--- src/rtl/rvv_seq_ctrl.sv ---
// Vector instruction sequencer: accepts one RVV command, computes vl, and walks the LMUL register group.
// Optional tail masking of the last written register is enabled by defining RVV_SEQ_TAIL_MASK_EN.
module rvv_seq_ctrl #(
    parameter int VLEN    = 64,
    parameter int ALU_LAT = 1
) (
    input  logic              clk,
    input  logic              rst,
    input  logic              cmd_valid,
    output logic              cmd_ready,
    input  logic [3:0]        cmd_op,
    input  logic [4:0]        cmd_vs1,
    input  logic [4:0]        cmd_vs2,
    input  logic [4:0]        cmd_vd,
    input  logic [31:0]       cmd_scalar,
    input  logic [2:0]        sew_encoded_id,
    input  logic [2:0]        lmul_encoded_id,
    input  logic [7:0]        AVL,
    output logic [3:0]        valu_op,
    output logic [2:0]        sew_encoded_q,
    output logic [31:0]       alu_scalar_in_id,
    output logic [4:0]        raA,
    output logic [4:0]        raB,
    output logic [4:0]        wa,
    output logic              wen,
    output logic [VLEN/8-1:0] wmask,
    output logic [7:0]        vl,
    output logic              busy,
    output logic              done,
    output logic              err
);

    localparam int WM        = VLEN / 8;
    localparam int VLEN_LOG2 = $clog2(VLEN);
    localparam int WB_LOG2   = $clog2(WM);
    localparam int LAT_W     = (ALU_LAT > 1) ? $clog2(ALU_LAT) : 1;
    localparam int CNT_W     = 17;

    typedef enum logic [2:0] {
        S_IDLE,
        S_DECODE,
        S_READ,
        S_WRITE,
        S_DONE
    } state_t;

    state_t             state;
    state_t             state_nxt;

    logic [2:0]         lmul_q;
    logic [4:0]         vs1_q;
    logic [4:0]         vs2_q;
    logic [4:0]         vd_q;
    logic [7:0]         avl_q;
    logic               err_q;
    logic [CNT_W-1:0]   nregs_q;
    logic [CNT_W-1:0]   idx;
    logic [LAT_W-1:0]   lat_cnt;

    logic [2:0]         sew_log2;
    logic [5:0]         lmul_n;
    logic [31:0]        vlmax;
    logic [7:0]         vl_calc;
    logic [15:0]        bits_calc;
    logic [CNT_W-1:0]   nregs_calc;
    logic               sew_ok;
    logic               lmul_ok;
    logic               illegal;
    logic               last;

    // A group base must be LMUL-aligned and the whole group must fit in v0..v31.
    function automatic logic base_ok(input logic [4:0] base, input logic [5:0] n);
        return ((base & (n[4:0] - 5'd1)) == 5'd0) && (({1'b0, base} + n - 6'd1) <= 6'd31);
    endfunction

    // NOTE: combinational blocks assign every output a default first so no latch is inferred.
    always_comb begin
        sew_log2   = sew_encoded_q + 3'd2;
        lmul_n     = 6'd1 << lmul_q[1:0];
        vlmax      = (32'(VLEN) << lmul_q[1:0]) >> sew_log2;
        vl_calc    = ({24'd0, avl_q} < vlmax) ? avl_q : vlmax[7:0];
        bits_calc  = 16'(vl_calc) << sew_log2;
        nregs_calc = (CNT_W'(bits_calc) + CNT_W'(VLEN - 1)) >> VLEN_LOG2;
        sew_ok     = (sew_encoded_q >= 3'b001) && (sew_encoded_q <= 3'b100);
        lmul_ok    = !lmul_q[2];
        illegal    = !sew_ok || !lmul_ok
                   || !base_ok(vs1_q, lmul_n)
                   || (!valu_op[0] && !base_ok(vs2_q, lmul_n))
                   || !base_ok(vd_q, lmul_n);
    end

    assign last = (idx == nregs_q - 1'b1);

    always_comb begin
        state_nxt = state;
        case (state)
            S_IDLE:   if (cmd_valid) state_nxt = S_DECODE;
            S_DECODE: state_nxt = (illegal || vl_calc == 8'd0) ? S_DONE : S_READ;
            S_READ:   if (lat_cnt == LAT_W'(ALU_LAT - 1)) state_nxt = S_WRITE;
            S_WRITE:  state_nxt = last ? S_DONE : S_READ;
            S_DONE:   state_nxt = S_IDLE;
            default:  state_nxt = S_IDLE;
        endcase
    end

    // NOTE: sequential state uses non-blocking assignments so every register samples pre-edge values.
    always_ff @(posedge clk or posedge rst) begin
        if (rst) begin
            state            <= S_IDLE;
            valu_op          <= '0;
            sew_encoded_q    <= '0;
            alu_scalar_in_id <= '0;
            lmul_q           <= '0;
            vs1_q            <= '0;
            vs2_q            <= '0;
            vd_q             <= '0;
            avl_q            <= '0;
            raA              <= '0;
            raB              <= '0;
            wa               <= '0;
            vl               <= '0;
            err_q            <= 1'b0;
            nregs_q          <= '0;
            idx              <= '0;
            lat_cnt          <= '0;
        end else begin
            state <= state_nxt;
            case (state)
                S_IDLE: begin
                    if (cmd_valid) begin
                        valu_op          <= cmd_op;
                        sew_encoded_q    <= sew_encoded_id;
                        alu_scalar_in_id <= cmd_scalar;
                        lmul_q           <= lmul_encoded_id;
                        vs1_q            <= cmd_vs1;
                        vs2_q            <= cmd_vs2;
                        vd_q             <= cmd_vd;
                        avl_q            <= AVL;
                    end
                end
                S_DECODE: begin
                    err_q   <= illegal;
                    nregs_q <= nregs_calc;
                    idx     <= '0;
                    lat_cnt <= '0;
                    if (!illegal) vl <= vl_calc;
                    // Addresses only move when a group is actually walked; otherwise they keep their last value.
                    if (!illegal && vl_calc != 8'd0) begin
                        raA <= vs1_q;
                        raB <= vs2_q;
                        wa  <= vd_q;
                    end
                end
                S_READ: lat_cnt <= lat_cnt + 1'b1;
                S_WRITE: begin
                    if (!last) begin
                        idx     <= idx + 1'b1;
                        raA     <= raA + 5'd1;
                        raB     <= raB + 5'd1;
                        wa      <= wa + 5'd1;
                        lat_cnt <= '0;
                    end
                end
                default: ;
            endcase
        end
    end

    // Status strobes decode straight from the state register, so reset clears them asynchronously.
    assign cmd_ready = (state == S_IDLE);
    assign busy      = (state != S_IDLE);
    assign wen       = (state == S_WRITE);
    assign done      = (state == S_DONE);
    assign err       = (state == S_DONE) && err_q;

`ifdef RVV_SEQ_TAIL_MASK_EN
    logic [2:0]         byte_shift;
    logic [WB_LOG2-1:0] body_rem;

    always_comb begin
        byte_shift = sew_encoded_q - 3'd1;
        body_rem   = WB_LOG2'(16'(vl) << byte_shift);
        wmask      = '1;
        if (state == S_WRITE && last && body_rem != '0)
            wmask = (WM'(1) << body_rem) - WM'(1);
    end
`else
    assign wmask = '1;
`endif

endmodule

--- config.mk ---
export PLATFORM = sky130hd
export DESIGN_NAME = rvv_seq_ctrl
export DESIGN_NICKNAME = d
export VERILOG_FILES = /design/src/rtl/rvv_seq_ctrl.sv
export SDC_FILE = /design/constraint.sdc
export NUM_CORES = 1
export LEC_CHECK = 0
export BUFFER_PORTS_ARGS = -buffer_cell sky130_fd_sc_hd__buf_4
export CAP_MARGIN = 40
export CORE_MARGIN = 4
export CORE_UTILIZATION = 55
export DETAILED_ROUTE_END_ITERATION = 10
export GPL_TIMING_DRIVEN = 0
export PLACE_DENSITY = 0.79
export SYNTH_ARGS = -nofsm -noshare
export SYNTH_HDL_FRONTEND = slang
export SYNTH_SLANG_ARGS = --single-unit
export TNS_END_PERCENT = 1
--- constraint.sdc ---
create_clock -name clk -period 5.6 [get_ports clk]
set_input_delay 0.28 -clock clk [delete_from_list [all_inputs] [get_ports clk]]
set_output_delay 0.28 -clock clk [all_outputs]
set_load 0.05 [all_outputs]
* Yosys cells after proc, flatten, opt, wreduce, memory -nomap -nowiden
Cells that the tools add are included.
** Cells by class
- Mux-type cells :: 19
- Magnitude comparators :: 6
- Shifts and indexed selects :: 4
- Equality and inequality tests :: 9
- Bitwise gates (word level) :: 4
- Reductions and logical operators :: 33
- $add $sub $neg :: 15
** Operators with widths (number)
- $pmux 17 s2 :: 1
- $lt 8x32->1 :: 1
- $shl 7x2->32 const A :: 1
- $shr 32x3->32 :: 1
- $mux 5 :: 6
- $pmux 5 s2 :: 3
- $add 5x6->6 :: 3
- $le 6x5->1 const B :: 3
- $sub 6x1->6 const B :: 3
- $add 16x6->17 const B :: 1
- $add 17x1->17 const B :: 1
- $eq 17x17->1 :: 1
- $mux 17 :: 1
- $shl 8x3->16 :: 1
- $add 5x1->5 const B :: 3
- $and 5x5->5 :: 3
- $logic_not 5->1 :: 3
- $mux 3 :: 4
- $pmux 3 s4 :: 1
- $sub 11x1->12 const B :: 1
- $reduce_and 2->1 :: 5
- $logic_not 8->1 :: 1
- $mux 8 :: 1
- $ne 2x2->1 const B :: 4
- other kinds (20) :: 37
** Storage, ports and cells
- Flip-flop bits (word level) :: 121
- Output and inout port bits :: 75
- Input bits :: 68
- Word-level logic and storage cells :: 107

* Depth between registers and ports, before layout
- Word-level depth :: 13
- Depth in mapped cells :: 19
- Mapped depth without buffers :: 16

* Worst setup path before layout
Ideal clock, no wire load.
- Path type :: register to register
- From :: register sew_encoded_q[1]
- To :: register nregs_q[6]
- Stages on the path, launching flop included :: 19
- Buffers on the path :: 3
- Required time :: 5.468 ns
- Arrival time :: 4.583 ns
- Setup slack :: 0.885 ns
- Period minus slack after synthesis :: 4.715 ns
- Setup time :: 0.132 ns
- Cell sequence :: dfrtp_1 > buf_2 > inv_1 > ha_1 > clkbuf_1 > nor3_1 > a31o_2 > inv_1 > ha_1 > a211o_1 > a21o_1 > o31a_1 > buf_6 > or3_4 > a31oi_4 > o211ai_4 > a2111oi_4 > xnor2_1 > o21ai_1
** Between the ends
- Cells in the longest elaborated chain, start to end :: 6
** Ends and longest elaborated chain
- from (decl) :: RTL line 20 : output logic [2:0] sew_encoded_q,
- from (signal assigned) :: RTL line 132 : sew_encoded_q <= sew_encoded_id;
- $add 3x2->3 * :: RTL line 78 : sew_log2 = sew_encoded_q + 3'd2;
- $shr 32x3->32 :: RTL line 80 : vlmax = (32'(VLEN) << lmul_q[1:0]) >> sew_log2;
- $lt 8x32->1 :: RTL line 81 : vl_calc = ({24'd0, avl_q} < vlmax) ? avl_q : vlmax[7:0];
- $mux 8 :: RTL line 81
- $shl 8x3->16 * :: RTL line 82 : bits_calc = 16'(vl_calc) << sew_log2;
- $add 16x6->17 * :: RTL line 83 : nregs_calc = (CNT_W'(bits_calc) + CNT_W'(VLEN - 1)) >> VLEN_LOG2;
- to (signal assigned) :: RTL line 143 : nregs_q <= nregs_calc;
- to (decl) :: RTL line 56 : logic [CNT_W-1:0] nregs_q;
Mark *: on every way between the ends. The rest lies on a longest branch, timed or not.
A chain may end at the register's enable or synchronous reset.

* Worst setup path after layout
- From :: register sew_encoded_q[1]
- To :: register wa[0]
** Between the ends
- Cells in the longest elaborated chain, start to end :: 11
- Elaborated cells on any way between the ends :: 17
- Classes of those cells :: add/sub (1); order compare (3); eq/ne (1); shift (1); mux (1); reduce/logical (10)
** Ends and longest elaborated chain
- branches (longest 8 deep; another with $lt 8x32->1)
- $logic_and 1x1->1 * :: RTL line 148 : if (!illegal && vl_calc != 8'd0) begin
- $ne 2x2->1 (no source line) *
- $reduce_and 3->1 (no source line) *
- to (signal assigned) :: RTL line 151 : wa <= vd_q;
- to (signal assigned) :: RTL line 160 : wa <= wa + 5'd1;
- to (decl) :: RTL line 24 : output logic [4:0] wa,
Mark *: on every way between the ends.

==> results.ini <==
[grt]
grt_start_max_net_pins = 76
grt_pass1_vias = 6623
grt_util_all_layers_pct = 27.5
grt_first_pass_wirelength_um = 34800
antenna_violations_before_repair = 0
globalRouteOverflowTotal = 0

[cts]
cts.sinks = 120
clk_pin_slew_ns = 0.06
numCtsBuffers = 17
clock_insertion_delay_worst_skew_ns = 0.43
cts-root-to-sink-buffers = 2
clockRootBuffer = sky130_fd_sc_hd__clkbuf_16
tritoncts_clock_tree = yes
htreeDepth = 4

[route]
dr_total_vias = 6725
vias_per_cell = 5.87
wl_per_cell_um = 18.7
total_routed_wirelength_um = 21400
ant_nets = 0
drtIter0Drc = 561
post-route-drc-count = 0
detail_route.first_pass.iterations = 7

[timing]
drv_slew = 0
report.final.setup_viol = 0
finalSetupTns_ns = 0
finalClockSkew_ns = 0.00741
unrepaired_setup_endpoints_after_global_routing = false
final.period_utilization_pct = 93.1
max_slew.worst_pin.slew_ns = 0.678
final-hold-violation-count = 0
max_freq_mhz = 192
post-route-min-period_ns = 5.21
timing.slew.headroom_pct = 54.1

[synthesis]
synth_flop_cell = sky130_fd_sc_hd__dfrtp_1
yosysWarnings = 0
share_of_the_synthesized_area_in_the_top_cell_type_pct = 39.4
top_cell_types_by_occurrence_after_synthesis = sky130_fd_sc_hd__dfrtp_1 (120), sky130_fd_sc_hd__nor2_1 (69), sky130_fd_sc_hd__inv_1 (57), sky130_fd_sc_hd__nand2_1 (57), sky130_fd_sc_hd__mux2_2 (45)
synth.most_common_cell = sky130_fd_sc_hd__dfrtp_1
synth_top_cells_by_area = sky130_fd_sc_hd__dfrtp_1 (39%), sky130_fd_sc_hd__mux2_2 (6.6%), sky130_fd_sc_hd__ha_1 (6.2%)
post_synth_inst_count = 792
number_of_enable_type_register_cells_in_the_synthesized_netlist = 0
synth_async_sr_flop_share_pct = 100
netlist-cell-type-count = 82
synth.yosys.seq_area_share_pct = 39.4
netlist_area_um2 = 7630
syn_avg_cell_area_um2 = 9.63
synth_top_cell_by_area = sky130_fd_sc_hd__dfrtp_1
ys_seq_elements = 120

[layout]
antenna_cells = 0
fin_cells = 1145
fin_util_pct = 71.5
area_delta_synth_final_pct = 25.6
layout-drive-gt1-share_pct = 27.9
finalNetCount = 1066

[setup_path]
cp_common_cell = sky130_fd_sc_hd__inv_1
worstSetupPathType = reg -> reg
arrival_ns = 5.53
cp_top_family = compound AO/OA/AOI/OAI gates
crit_required_ns = 5.92
setup.worst_path.end_class = flip-flop
critical_path.startpoint_type = flip-flop
crit_buf_inv = 6
cp_slowest_cell = sky130_fd_sc_hd__dfrtp_1
critPathMaxStageDelay_ns = 0.50
cp_cell_sequence = buf_2, inv_1, ha_1, inv_1, o2bb2ai_1, a31o_2, inv_1, ha_1, a211o_1, a21o_1, nor3_4, buf_4, a2bb2oi_2, nand4_1, or2_1, a21oi_4, buf_6, mux2i_1, o21a_1
worst-path-max-fanout = 10

[floorplanning]
floorplan.initialDensity_pct = 56.9
fp.dieArea_um2 = 15800
std_cell_rows = 42
die_width_um = 126
top_level_pins = 143
floorplan.core_area_um2 = 13400
dieHeight_um = 126

[placed_design]
gp_routability_congestion = 0.963
dp_cells = 1111
port-buffer-count = 134
detailed_place_hpwl_um = 16000

[worst_hold_path]
hp-class = in -> reg

[status]
outcome = complete, no violations

[job]
maxCapViolations = 0

[path summary, 6_finish.rpt]
path	start	end	slack, ns	depth (start not counted)
max in group asynchronous	rst	nregs_q[3]	4.46	4
max reg2reg	sew_encoded_q[1]	wa[0]	0.39	19
min in group asynchronous	rst	alu_scalar_in_id[10]	0.42	3
min	AVL[7]	avl_q[7]	0.05	3
min reg2reg	nregs_q[1]	nregs_q[1]	0.51	2
max	sew_encoded_q[1]	wa[0]	0.39	19
[cells by family (layout without fill, tap and decap cells)]
family,after synthesis,in the layout,synth area share (%)
AND/OR/NAND/NOR,246,246,16.9
AO/OA/AOI/OAI,189,189,18.2
flip-flops,120,120,39.4
buffers and inverters,107,277,6.58
multiplexers,59,59,8.48
adder cells (fa/ha/maj),41,41,7.02
XOR/XNOR,29,29,3.43
other,1,8,0.0491
[placed cells by master, fill, tap and decap left out, drive strengths merged, types with 4 or more instances in the layout]
cell type  count
mux2i         14
nand4         14
nor2          69
a2bb2oi        7
a21o           6
nor4           5
dfrtp        120
o2111ai        4
or2            4
conb           8
o31ai          8
o22ai          5
a21oi         32
a211o          4
xor2          15
o22a           9
and2           7
inv           61
a211oi         5
clkbuf        48
xnor2         14
a22oi          5
o21a           4
o221ai         4
and3          20
ha            38
bufinv         4
a31oi         17
nor2b          4
nand2b         6
o211ai        10
nand3         28
nand2         57
mux2          45
nor3          10
o21ai         52
buf          158
nor3b          5
or3            6
[through the flow]
| step | instance area (um^2) | worst slack [ns] | hold WS [ns] |
|---|---|---|---|
| finish | 9580 | 0.389 | 0.0538 |
| global route | 9580 | 0.128 | 0.0536 |
| CTS | 9560 | 0.192 | 0.0480 |
| detailed placement | 8920 | 0.211 | 0.329 |
| global placement | 8880 | 0.186 | 0.484 |
| floorplan | 7660 | 0.885 | 0.397 |
[worst register-to-register path: cells and delay by family (launching register included)]
family / cells / cell delay, ns
multiplexers: 1 / 0.08
adder cells (fa/ha/maj): 2 / 0.73
flip-flops: 1 / 0.50
buffers and inverters: 6 / 1.17
AO/OA/AOI/OAI: 7 / 1.92
AND/OR/NAND/NOR: 3 / 0.71
[flip-flops by register name, indices dropped and copies added (netlist names)]
register / count
alu_scalar_in_id: 32
avl_q: 8
err_q: 1
idx: 17
lat_cnt: 1
lmul_q: 3
nregs_q: 10
raA: 5
raB: 5
sew_encoded_q: 3
state: 3
valu_op: 4
vd_q: 5
vl: 8
vs1_q: 5
vs2_q: 5
wa: 5
[final cells by class]
type / count / area (um^2)
Timing Repair Buffer: 139 / 1070
Sequential cell: 120 / 3000
Tap cell: 176 / 220
Inverter: 57 / 219
Clock inverter: 13 / 191
Buffer: 50 / 290
Multi-Input combinational cell: 572 / 4160
Fill cell: 1031 / 3820
Clock buffer: 18 / 439
[layer usage]
layer  vias up  GRT usage (%)  share of wire, %  wire, um
li1       3147              -                 -         -
met1      3250           35.9                41      8840
met2       288           44.7                48     10300
met3        40           8.21               8.6      1850
met4         0           7.76               1.9       418
met5         -              0                 0         0
[timing repair]
item,4_1_cts,5_1_grt
endpoints found under the setup margin,0,22
setup buffers,0,2
gates resized for setup,0,5
endpoints found under the hold margin,45,0
hold buffers,1,0
Power is not shown: default switching activity piles up to over one toggle a cycle in this logic, so the estimate is an artifact.
